File: src/rtl/bf16_mult_pipe.sv
// bf16_mult_pipe -- two-stage bf16 multiplier front end.
//
// Stage 1 registers the product sign, the biased exponent sum
// (a_e + b_e - 127, 10-bit signed) and the operand mantissas, together with
// "an operand is zero" and "an operand is inf/nan" flags. Stage 2 forms the
// 8x8 mantissa product and normalises it by at most one place. It also
// applies flush-to-zero and overflow clamping, then holds the result until
// downstream takes it.
//
// Handshake (both sides): a transfer happens on a rising edge where valid
// and ready are both high. A producer keeps valid and its data stable until
// that transfer. Ready may depend combinationally on the consumer's ready.
//
// Ports:
//   clk        clock, rising edge
//   rst_n      asynchronous active-low reset
//   in_valid   operand pair valid
//   in_ready   operand pair accepted this cycle when in_valid is high
//   a_in,b_in  bf16 operands {sign, exp[7:0], mant[6:0]}
//   out_valid  product fields valid
//   out_ready  downstream accepts the product
//   out_s      product sign
//   out_e      biased exponent; bit 8 flags overflow (9'h100)
//   out_m      raw mantissa product, leading one at bit 14 when nonzero
//   ovf_cnt    saturating count of overflow results transferred (stats build)
//   ftz_cnt    saturating count of flushed results transferred (stats build)
//
// Optional feature macro: BF16_MULT_STATS_EN adds ovf_cnt/ftz_cnt.

module bf16_mult_pipe (
  input  logic        clk,
  input  logic        rst_n,
  input  logic        in_valid,
  output logic        in_ready,
  input  logic [15:0] a_in,
  input  logic [15:0] b_in,
  output logic        out_valid,
  input  logic        out_ready,
  output logic        out_s,
  output logic [8:0]  out_e,
  output logic [15:0] out_m
`ifdef BF16_MULT_STATS_EN
  ,
  output logic [15:0] ovf_cnt,
  output logic [15:0] ftz_cnt
`endif
);

  // Held low by reset and set on the first edge after release. This keeps
  // in_ready low throughout reset, even though stage 1 is empty then.
  logic              ready_en;

  logic              s1_valid;
  logic              s1_sign;
  logic              s1_zero;
  logic              s1_inf;
  logic signed [9:0] s1_esum;
  logic [6:0]        s1_am;
  logic [6:0]        s1_bm;

  logic              s2_adv;
  logic              in_fire;

  logic [15:0]       prod;
  logic [15:0]       norm_m;
  logic signed [9:0] adj_esum;
  logic [8:0]        next_e;
  logic [15:0]       next_m;

  // Stage 2 can take new data when it is empty or is handing off this cycle.
  // Stage 1 always moves into stage 2 when stage 2 can take it.
  assign s2_adv   = !out_valid || out_ready;
  assign in_ready = ready_en && (!s1_valid || s2_adv);
  assign in_fire  = in_valid && in_ready;

  always_comb begin
    prod     = {8'd0, 1'b1, s1_am} * {8'd0, 1'b1, s1_bm};
    norm_m   = prod;
    adj_esum = s1_esum;
    // The product of two [1,2) significands lies in [1,4). When it reaches
    // 2, shift it back so the leading one sits at bit 14.
    if (prod[15]) begin
      norm_m   = {1'b0, prod[15:1]};
      adj_esum = s1_esum + 10'sd1;
    end

    next_e = {1'b0, adj_esum[7:0]};
    next_m = norm_m;
    // Inf/nan operands always overflow, even when multiplied by zero.
    // Otherwise zero operands and underflow flush. Exponent overflow is
    // checked after that; it cannot coincide with esum <= 0.
    if (s1_inf) begin
      next_e = 9'h100;
      next_m = 16'h0000;
    end else if (s1_zero || adj_esum <= 10'sd0) begin
      next_e = 9'h000;
      next_m = 16'h0000;
    end else if (adj_esum >= 10'sd255) begin
      next_e = 9'h100;
      next_m = 16'h0000;
    end
  end

  always_ff @(posedge clk or negedge rst_n) begin
    if (!rst_n) begin
      ready_en  <= 1'b0;
      s1_valid  <= 1'b0;
      s1_sign   <= 1'b0;
      s1_zero   <= 1'b0;
      s1_inf    <= 1'b0;
      s1_esum   <= 10'sd0;
      s1_am     <= 7'd0;
      s1_bm     <= 7'd0;
      out_valid <= 1'b0;
      out_s     <= 1'b0;
      out_e     <= 9'd0;
      out_m     <= 16'd0;
    end else begin
      ready_en <= 1'b1;

      if (in_fire) begin
        s1_valid <= 1'b1;
        s1_sign  <= a_in[15] ^ b_in[15];
        s1_zero  <= (a_in[14:7] == 8'd0) || (b_in[14:7] == 8'd0);
        s1_inf   <= (a_in[14:7] == 8'hFF) || (b_in[14:7] == 8'hFF);
        s1_esum  <= $signed({2'b00, a_in[14:7]}) + $signed({2'b00, b_in[14:7]})
                    - 10'sd127;
        s1_am    <= a_in[6:0];
        s1_bm    <= b_in[6:0];
      end else if (s2_adv) begin
        s1_valid <= 1'b0;
      end

      if (s2_adv) begin
        out_valid <= s1_valid;
        if (s1_valid) begin
          out_s <= s1_sign;
          out_e <= next_e;
          out_m <= next_m;
        end
      end
    end
  end

`ifdef BF16_MULT_STATS_EN
  logic out_fire;
  assign out_fire = out_valid && out_ready;

  // A flushed result is the only way out_e can be zero. Normal results have
  // an exponent in 1..254, and overflow results are 9'h100.
  always_ff @(posedge clk or negedge rst_n) begin
    if (!rst_n) begin
      ovf_cnt <= 16'd0;
      ftz_cnt <= 16'd0;
    end else if (out_fire) begin
      if (out_e[8] && ovf_cnt != 16'hFFFF) begin
        ovf_cnt <= ovf_cnt + 16'd1;
      end
      if (out_e == 9'd0 && ftz_cnt != 16'hFFFF) begin
        ftz_cnt <= ftz_cnt + 16'd1;
      end
    end
  end
`endif

endmodule

File: config.mk
export PLATFORM = sky130hd
export DESIGN_NAME = bf16_mult_pipe
export DESIGN_NICKNAME = d
export VERILOG_FILES = /design/src/rtl/bf16_mult_pipe.sv
export SDC_FILE = /design/constraint.sdc
export NUM_CORES = 1
export LEC_CHECK = 0
export ABC_AREA = 1
export CORE_MARGIN = 3
export CORE_UTILIZATION = 45
export CTS_CLUSTER_SIZE = 24
export DETAILED_ROUTE_END_ITERATION = 8
export PLACE_DENSITY_LB_ADDON = 0.08
export SLEW_MARGIN = 20
export SYNTH_ARGS = -nofsm -noshare
export SYNTH_HDL_FRONTEND = slang
export SYNTH_SLANG_ARGS = --single-unit
File: constraint.sdc
create_clock -name clk -period 6 [get_ports clk]
set_input_delay 1.8 -clock clk [delete_from_list [all_inputs] [get_ports clk]]
set_output_delay 1.8 -clock clk [all_outputs]
set_load 0.01 [all_outputs]
==> out/qor.yml, run 1 <==
run_status:
  status: "finished, final reports clean"
synthesis:
  synth_seq_cells: 55
  synthTopCellsByArea: "dfrtp_1 25%, nand2_1 17%, fa_1 13%"
  avgSynthCellArea_sq_um: 7.49
  yosysUniqueCellTypes: 40
  syn-cell-area_sq_um: 5540
  ys.warnings.count: 0
  seq_area_frac_synth_pct: 24.8
  synth_edf_count: 0
  netlist_top_cells_count: "245 x nand2_1, 144 x inv_1, 55 x dfrtp_1"
  synthCells: 740
  synth_fp_nets: 864
  synth_top_area_cell: "dfrtp_1"
  ys_async_sr_fraction_pct: 100
  synth_top_area_share_pct: 24.8
  yosys.cell_count.top_type: "nand2_1"
  synthFlopType: "dfrtp_1"
detailed_routing:
  dr.pass1.iters: 6
  wl_per_cell_um: 12.8
  drt-total-wl_um: 11900
  postRouteAntennaNets: 0
  drtIter0Drc: 119
  vias: 4558
  drc: 0
  vias_per_cell: 4.91
clock_tree:
  cts_setup_buffers: 0
  clk_pin_slew_ns: 0.07
  htreeDepth: 2
  clock_sink_count: 55
  cts_resized: 0
  cts_root_buf: "clkbuf_16"
  cts_hold_buf: 0
  cts_tree: "built"
  numCtsBuffers: 5
  worstSkewPairLatency_ns: 0.30
  clk_path_buf_depth: 2
floorplanning:
  core_area_sq_um: 11700
  dieWidth_um: 117
  die_y_um: 117
  fp-row-count: 39
  ioPinCount: 64
  dieArea_sq_um: 13700
  initial_core_util_pct: 47.3
pwr:
  cellLeakagePower_nw: 3.58
  power_density_nw_per_um2: 437
  peakVddDrop_mv: 0.232
  power_mw: 2.78
timing:
  grt_setup_unrepaired: "false"
  setup_tns_ns: 0
  relSlewSlack_pct: 41.5
  drv_slew: 0
  fin_crit_ns: 5.36
  setup_viol: 0
  fmax_mhz: 186
  fin_crit_sh_pct: 89.4
  hold_viol: 0
  skew_ns: 0.00712
  worst_slew_pin_slew_ns: 0.876
  setup_ws_ns: 0.636
cells_and_area:
  register_area_sq_um: 1380
  syn2layout_area_growth_pct: 14.8
  drive_above_1_share_pct: 8.41
  stdcell_count: 928
  fin_nets: 908
  fillers: 1183
  multiInputGateArea_sq_um: 3460
  diodes: 0
flow_run:
  drv_cap: 0
critical_path:
  cp-end-kind: "flip-flop"
  crit_required_ns: 6.24
  crit_type: "reg -> reg"
  crit_top_cell: "nand2_1"
  arrival_ns: 5.60
  critical_path.max_stage_delay_ns: 0.55
  start_kind: "flip-flop"
  worstPathMaxFanout: 30
  slowest_stage: "fa_1"
placed_design:
  placed_cells: 920
  hpwlAfterDp_um: 9620
  dp_slack_ns: 0.608
  io_buffer_count: 62
  gp_congestion: 0.854
global_routing:
  grt_start_max_net_pins: 56
  gr-usage-all-layers_pct: 19.3
  grt_pass1_vias: 4829
  overflow: 0
  antenna_found_initial: 0
  grt_pass1_wl_um: 21300
hold_path:
  min_path_type: "reg -> reg"
==> final cells by class <==
cell class	instances	area share [%]
inverters	146	8.61
clock inverters	2	0.255
clock buffers	6	2.18
multi-input cells	510	54.4
well taps	143	2.81
repair buffers	66	10.1
flip-flops and latches	55	21.6
==> where the power goes <==
part	internal (mW)	total, mW	switching [mW]
Sequential	0.468	0.572	0.104
Clock	0.167	0.303	0.136
Combinational	0.755	1.91	1.15
Total	1.39	2.78	1.39
==> path summary, 6_finish.rpt <==
| kind | start | endpoint | slack (ns) | cells past startpoint |
|---|---|---|---|---|
| min reg2reg | out_m[2] | out_m[2] | 0.48 | 2 |
| min in group asynchronous | rst_n | s1_zero | 1.64 | 2 |
| max reg2reg | s1_am[2] | out_m[8] | 0.64 | 27 |
| max | s1_am[2] | out_m[8] | 0.64 | 27 |
| min | out_m[2] | out_m[2] | 0.48 | 2 |
| max in group asynchronous | rst_n | s1_valid | 3.89 | 2 |
==> registers in the layout, indices dropped and copies added (netlist names) <==
name / flops
out_e: 9
out_valid: 1
ready_en: 1
out_s: 1
s1_esum: 10
out_m: 15
s1_bm: 7
s1_am: 7
s1_sign: 1
s1_valid: 1
s1_inf: 1
s1_zero: 1
==> kinds of logic after synthesis <==
| group | share of synthesized area (%) |
|---|---|
| AND/OR/NAND/NOR | 29.1 |
| adder cells (fa/ha/maj) | 24.9 |
| AO/OA/AOI/OAI | 4.94 |
| XOR/XNOR | 3.14 |
| flip-flops | 24.8 |
| buffers and inverters | 12.8 |
| multiplexers | 0.203 |
| other | 0.135 |
==> placed cells by master (no fill, tap or decap), drive strengths merged <==
cell           Yosys  final
a21oi             15     15
a22oi              1      1
a31oi              2      2
buf                9      5
clkbuf            20      6
clkdlybuf4s50      0     61
clkinv             0      1
clkinvlp           0      1
conb               2      2
dfrtp             55     55
fa                37     37
ha                51     51
inv              146    146
mux2               1      1
nand2            264    264
nand3             47     47
nand4              7      7
nor2              27     27
nor3               1      1
nor4               4      4
o2111ai            1      1
o21a               1      1
o21ai             25     25
o22ai              3      3
o31ai              1      1
or2                1      1
xnor2             10     10
xor2               9      9
==> metrics by stage <==
step                      hold slack [ns]  utilization (%)  cell area (sq um)
after floorplan                     0.449                -               5540
after global placement              0.466             53.0               6210
after detailed placement            0.465             53.0               6210
after CTS                           0.486             54.4               6370
after global routing                0.506             54.4               6370
final                               0.482             54.4               6370
==> per-layer routing <==
metal  up-vias  part of all wire (%)  GRT usage (%)
li1       2324                     -              -
met5         -                     0              0
met4         0                   3.0           7.42
met2        51                    52           35.1
met3        23                   1.9           2.26
met1      2160                    43           23.2
==> worst max-delay path: cells and delay by family, from the launching register on <==
kind	cells	cell delay, ns
fa+ha+maj	5	2.47
simple gates	15	1.59
buf+inv	7	0.71
flops	1	0.54
Power figures use the tool's default switching activity.
==> inputs of run 2 (changes only) <==
--- a/config.mk
+++ b/config.mk
@@ -7,10 +7,11 @@
 export LEC_CHECK = 0
 export ABC_AREA = 1
 export CORE_MARGIN = 3
-export CORE_UTILIZATION = 45
+export CORE_UTILIZATION = 55
 export CTS_CLUSTER_SIZE = 24
 export DETAILED_ROUTE_END_ITERATION = 8
 export PLACE_DENSITY_LB_ADDON = 0.08
+export SKIP_LAST_GASP = 1
 export SLEW_MARGIN = 20
 export SYNTH_ARGS = -nofsm -noshare
 export SYNTH_HDL_FRONTEND = slang
==> run 2 against run 1 <==
Compared with the run above: worst setup slack got worse by 0.22 ns; total power fell by 2.6%; critical path depth fell by 3; highest routed layer unchanged; wire length fell by 0.19%; fmax fell by 4.0%; critical path type unchanged.
==> out/qor.yml, run 2 (synthesized netlist as in run 1, its figures left out) <==
detailed_routing:
  dr.pass1.iters: 4  # was 6
  drtIter0Drc: 198  # was 119
  vias: 4660  # was 4,558
  vias_per_cell: 5.09  # was 4.91
  drt-total-wl_um: 11900  # about the same
  wl_per_cell_um: 12.9  # was 12.8 um
  postRouteAntennaNets: 0  # unchanged
  drc: 0  # unchanged
cells_and_area:
  fillers: 901  # was 1,183
  diodes: 0  # unchanged
  final_common_cell: "nand2_1"  # unchanged
  multiInputGateArea_sq_um: 3470  # was 3460 sq um
  register_area_sq_um: 1380  # unchanged
  mostFrequentLayoutCells: "245 x nand2_1, 144 x inv_1, 61 x clkdlybuf4s50_1"  # unchanged
  drive_above_1_share_pct: 8.17  # was 8.41%
  syn2layout_area_growth_pct: 13.2  # was 14.8%
  top_regs: "out_m (15), s1_esum (10), out_e (9)"  # unchanged
  regMostFlops: "out_m"  # unchanged
  fin_nets: 907  # was 908
  largest_reg_flops: 15  # unchanged
floorplanning:
  initial_core_util_pct: 56.7  # was 47.3%
  die_y_um: 106  # was 117 um
  core_area_sq_um: 9770  # was 11,700 sq um
  dieArea_sq_um: 11300  # was 13,700 sq um
  fp-row-count: 36  # was 39
  dieWidth_um: 106  # was 117 um
  ioPinCount: 64  # unchanged
hold_path:
  min_path_type: "reg -> reg"  # unchanged
pwr:
  p_int_mw: 1.31  # was 1.39 mW
  peakVddDrop_mv: 0.212  # was 0.232 mV
  power_mw: 2.71  # was 2.78 mW
  power_density_nw_per_um2: 432  # was 437 nW/um^2
  seqPwrFrac_pct: 21.1  # was 20.6%
  clkPwrFrac_pct: 7.9  # was 10.9%
  power_switching_share_pct: 51.6  # was 50.0%
  p_sw_mw: 1.40  # was 1.39 mW
  combPwrFrac_pct: 71.0  # was 68.5%
  cellLeakagePower_nw: 3.54  # was 3.58 nW
timing:
  setup_tns_ns: 0  # unchanged
  setup_ws_ns: 0.412  # was 0.636 ns
  setup_viol: 0  # unchanged
  fin_crit_ns: 5.59  # was 5.36 ns
  relSlewSlack_pct: 41.6  # was 41.5%
  grt_setup_unrepaired: "false"  # unchanged
  drv_slew: 0  # unchanged
  worst_slew_pin_slew_ns: 0.875  # was 0.876 ns
  skew_ns: 0.00603  # was 0.00712 ns
  fmax_mhz: 179  # was 186 MHz
  hold_viol: 0  # unchanged
  fin_crit_sh_pct: 93.1  # was 89.4%
flow_run:
  drv_cap: 0  # unchanged
global_routing:
  antenna_found_initial: 0  # unchanged
  grt_start_max_net_pins: 56  # unchanged
  grt_pass1_vias: 4784  # was 4,829
  grt_pass1_wl_um: 21000  # was 21,300 um
  gr-usage-all-layers_pct: 22.6  # was 19.3%
  overflow: 0  # unchanged
clock_tree:
  cts_resized: 0  # unchanged
  cts_root_buf: "clkbuf_8"  # was clkbuf_16
  clk_path_buf_depth: 2  # unchanged
  worstSkewPairLatency_ns: 0.31  # was 0.30 ns
  clk_pin_slew_ns: 0.10  # was 0.07 ns
  numCtsBuffers: 5  # unchanged
  cts_setup_buffers: 0  # unchanged
  clock_sink_count: 55  # unchanged
  cts_hold_buf: 0  # unchanged
  htreeDepth: 2  # unchanged
  cts_tree: "built"  # unchanged
placed_design:
  dp_slack_ns: 0.413  # was 0.608 ns
  io_buffer_count: 62  # unchanged
  hpwlAfterDp_um: 9370  # was 9620 um
  gp_congestion: 0.857  # was 0.854
critical_path:
  cp-end-kind: "flip-flop"  # unchanged
  crit_required_ns: 6.25  # was 6.24 ns
  start_kind: "flip-flop"  # unchanged
  worstPathMaxFanout: 30  # unchanged
  crit_type: "reg -> reg"  # unchanged
  arrival_ns: 5.84  # was 5.60 ns
run_status:
  status: "finished, final reports clean"  # unchanged
-- run 2: cell count changes in the layout (fill, tap and decap cells not counted), sizes merged --
cell	delta
nor2	+1
clkinvlp	-1
buf	-2
-- run 2: final cells by class --
class	instances	area share (%)
timing repair buffer	64	10.0
clock inverter	1	0.0797
inverter	146	8.73
sequential	55	21.9
multi-input combinational	511	55.3
tap	133	2.65
clock buffer	6	1.32
-- run 2: power groups by stage --
stage / Combinational, mW / Clock, mW / Sequential [mW]
after floorplan: 1.51 / 0 / 0.565
after global placement: 1.89 / 0 / 0.576
after detailed placement: 1.92 / 0 / 0.578
after CTS: 1.93 / 0.223 / 0.572
after global routing: 2.22 / 0.235 / 0.586
final: 1.92 / 0.215 / 0.572
-- run 2: critical path, stage by stage, from the launching register on --
cell	delay (ns)
dfrtp_1	0.60
nand2_1	0.12
fa_1	0.50
inv_1	0.06
fa_1	0.50
fa_1	0.55
inv_1	0.06
fa_1	0.53
inv_1	0.04
ha_1	0.35
nand2_1	0.08
nand2_1	0.07
nand2_1	0.08
nand2_2	0.06
nand2_2	0.11
nand4_2	0.20
nand2_4	0.32
nand3_1	0.13
nand2_2	0.08
nor2_1	0.04
nand3_1	0.12
nand2_2	0.11
nor2_2	0.60
nand3_2	0.10
nand2_1	0.10
-- run 2: per-layer routing --
layer	up-vias	track usage (%)	routed length, um
met5	-	0	0
met4	0	9.71	350
met3	26	2.49	315
met2	73	41.2	6250
met1	2246	26.6	4940
li1	2315	-	-
-- run 2: final timing paths --
path,endpoint,start,cells past startpoint,slack [ns]
worst max register to register,out_m[4],s1_bm[5],24,0.41
worst min-delay path,out_e[5],out_e[5],2,0.49
min in group asynchronous,out_m[0],rst_n,2,1.59
max in group asynchronous,s1_bm[5],rst_n,2,3.91
worst max-delay path,out_m[4],s1_bm[5],24,0.41
worst min register to register,out_e[5],out_e[5],2,0.49
-- run 2: stage by stage --
step                      util [%]  std cells  hold slack, ns  area (sq um)
final                         64.2        916           0.488          6280
after global routing          64.2        916           0.523          6280
after CTS                     64.2        915           0.491          6270
after detailed placement      63.3        908           0.465          6180
after global placement        63.3        908           0.466          6180
after floorplan                  -        740           0.449          5540
==> inputs of run 3 (changes only) <==
--- a/config.mk
+++ b/config.mk
@@ -8,7 +8,6 @@
 export ABC_AREA = 1
 export CORE_MARGIN = 3
 export CORE_UTILIZATION = 55
-export CTS_CLUSTER_SIZE = 24
 export DETAILED_ROUTE_END_ITERATION = 8
 export PLACE_DENSITY_LB_ADDON = 0.08
 export SKIP_LAST_GASP = 1
==> results of run 3 <==
Final layout, timing and power as in run 2 (identical DEF).
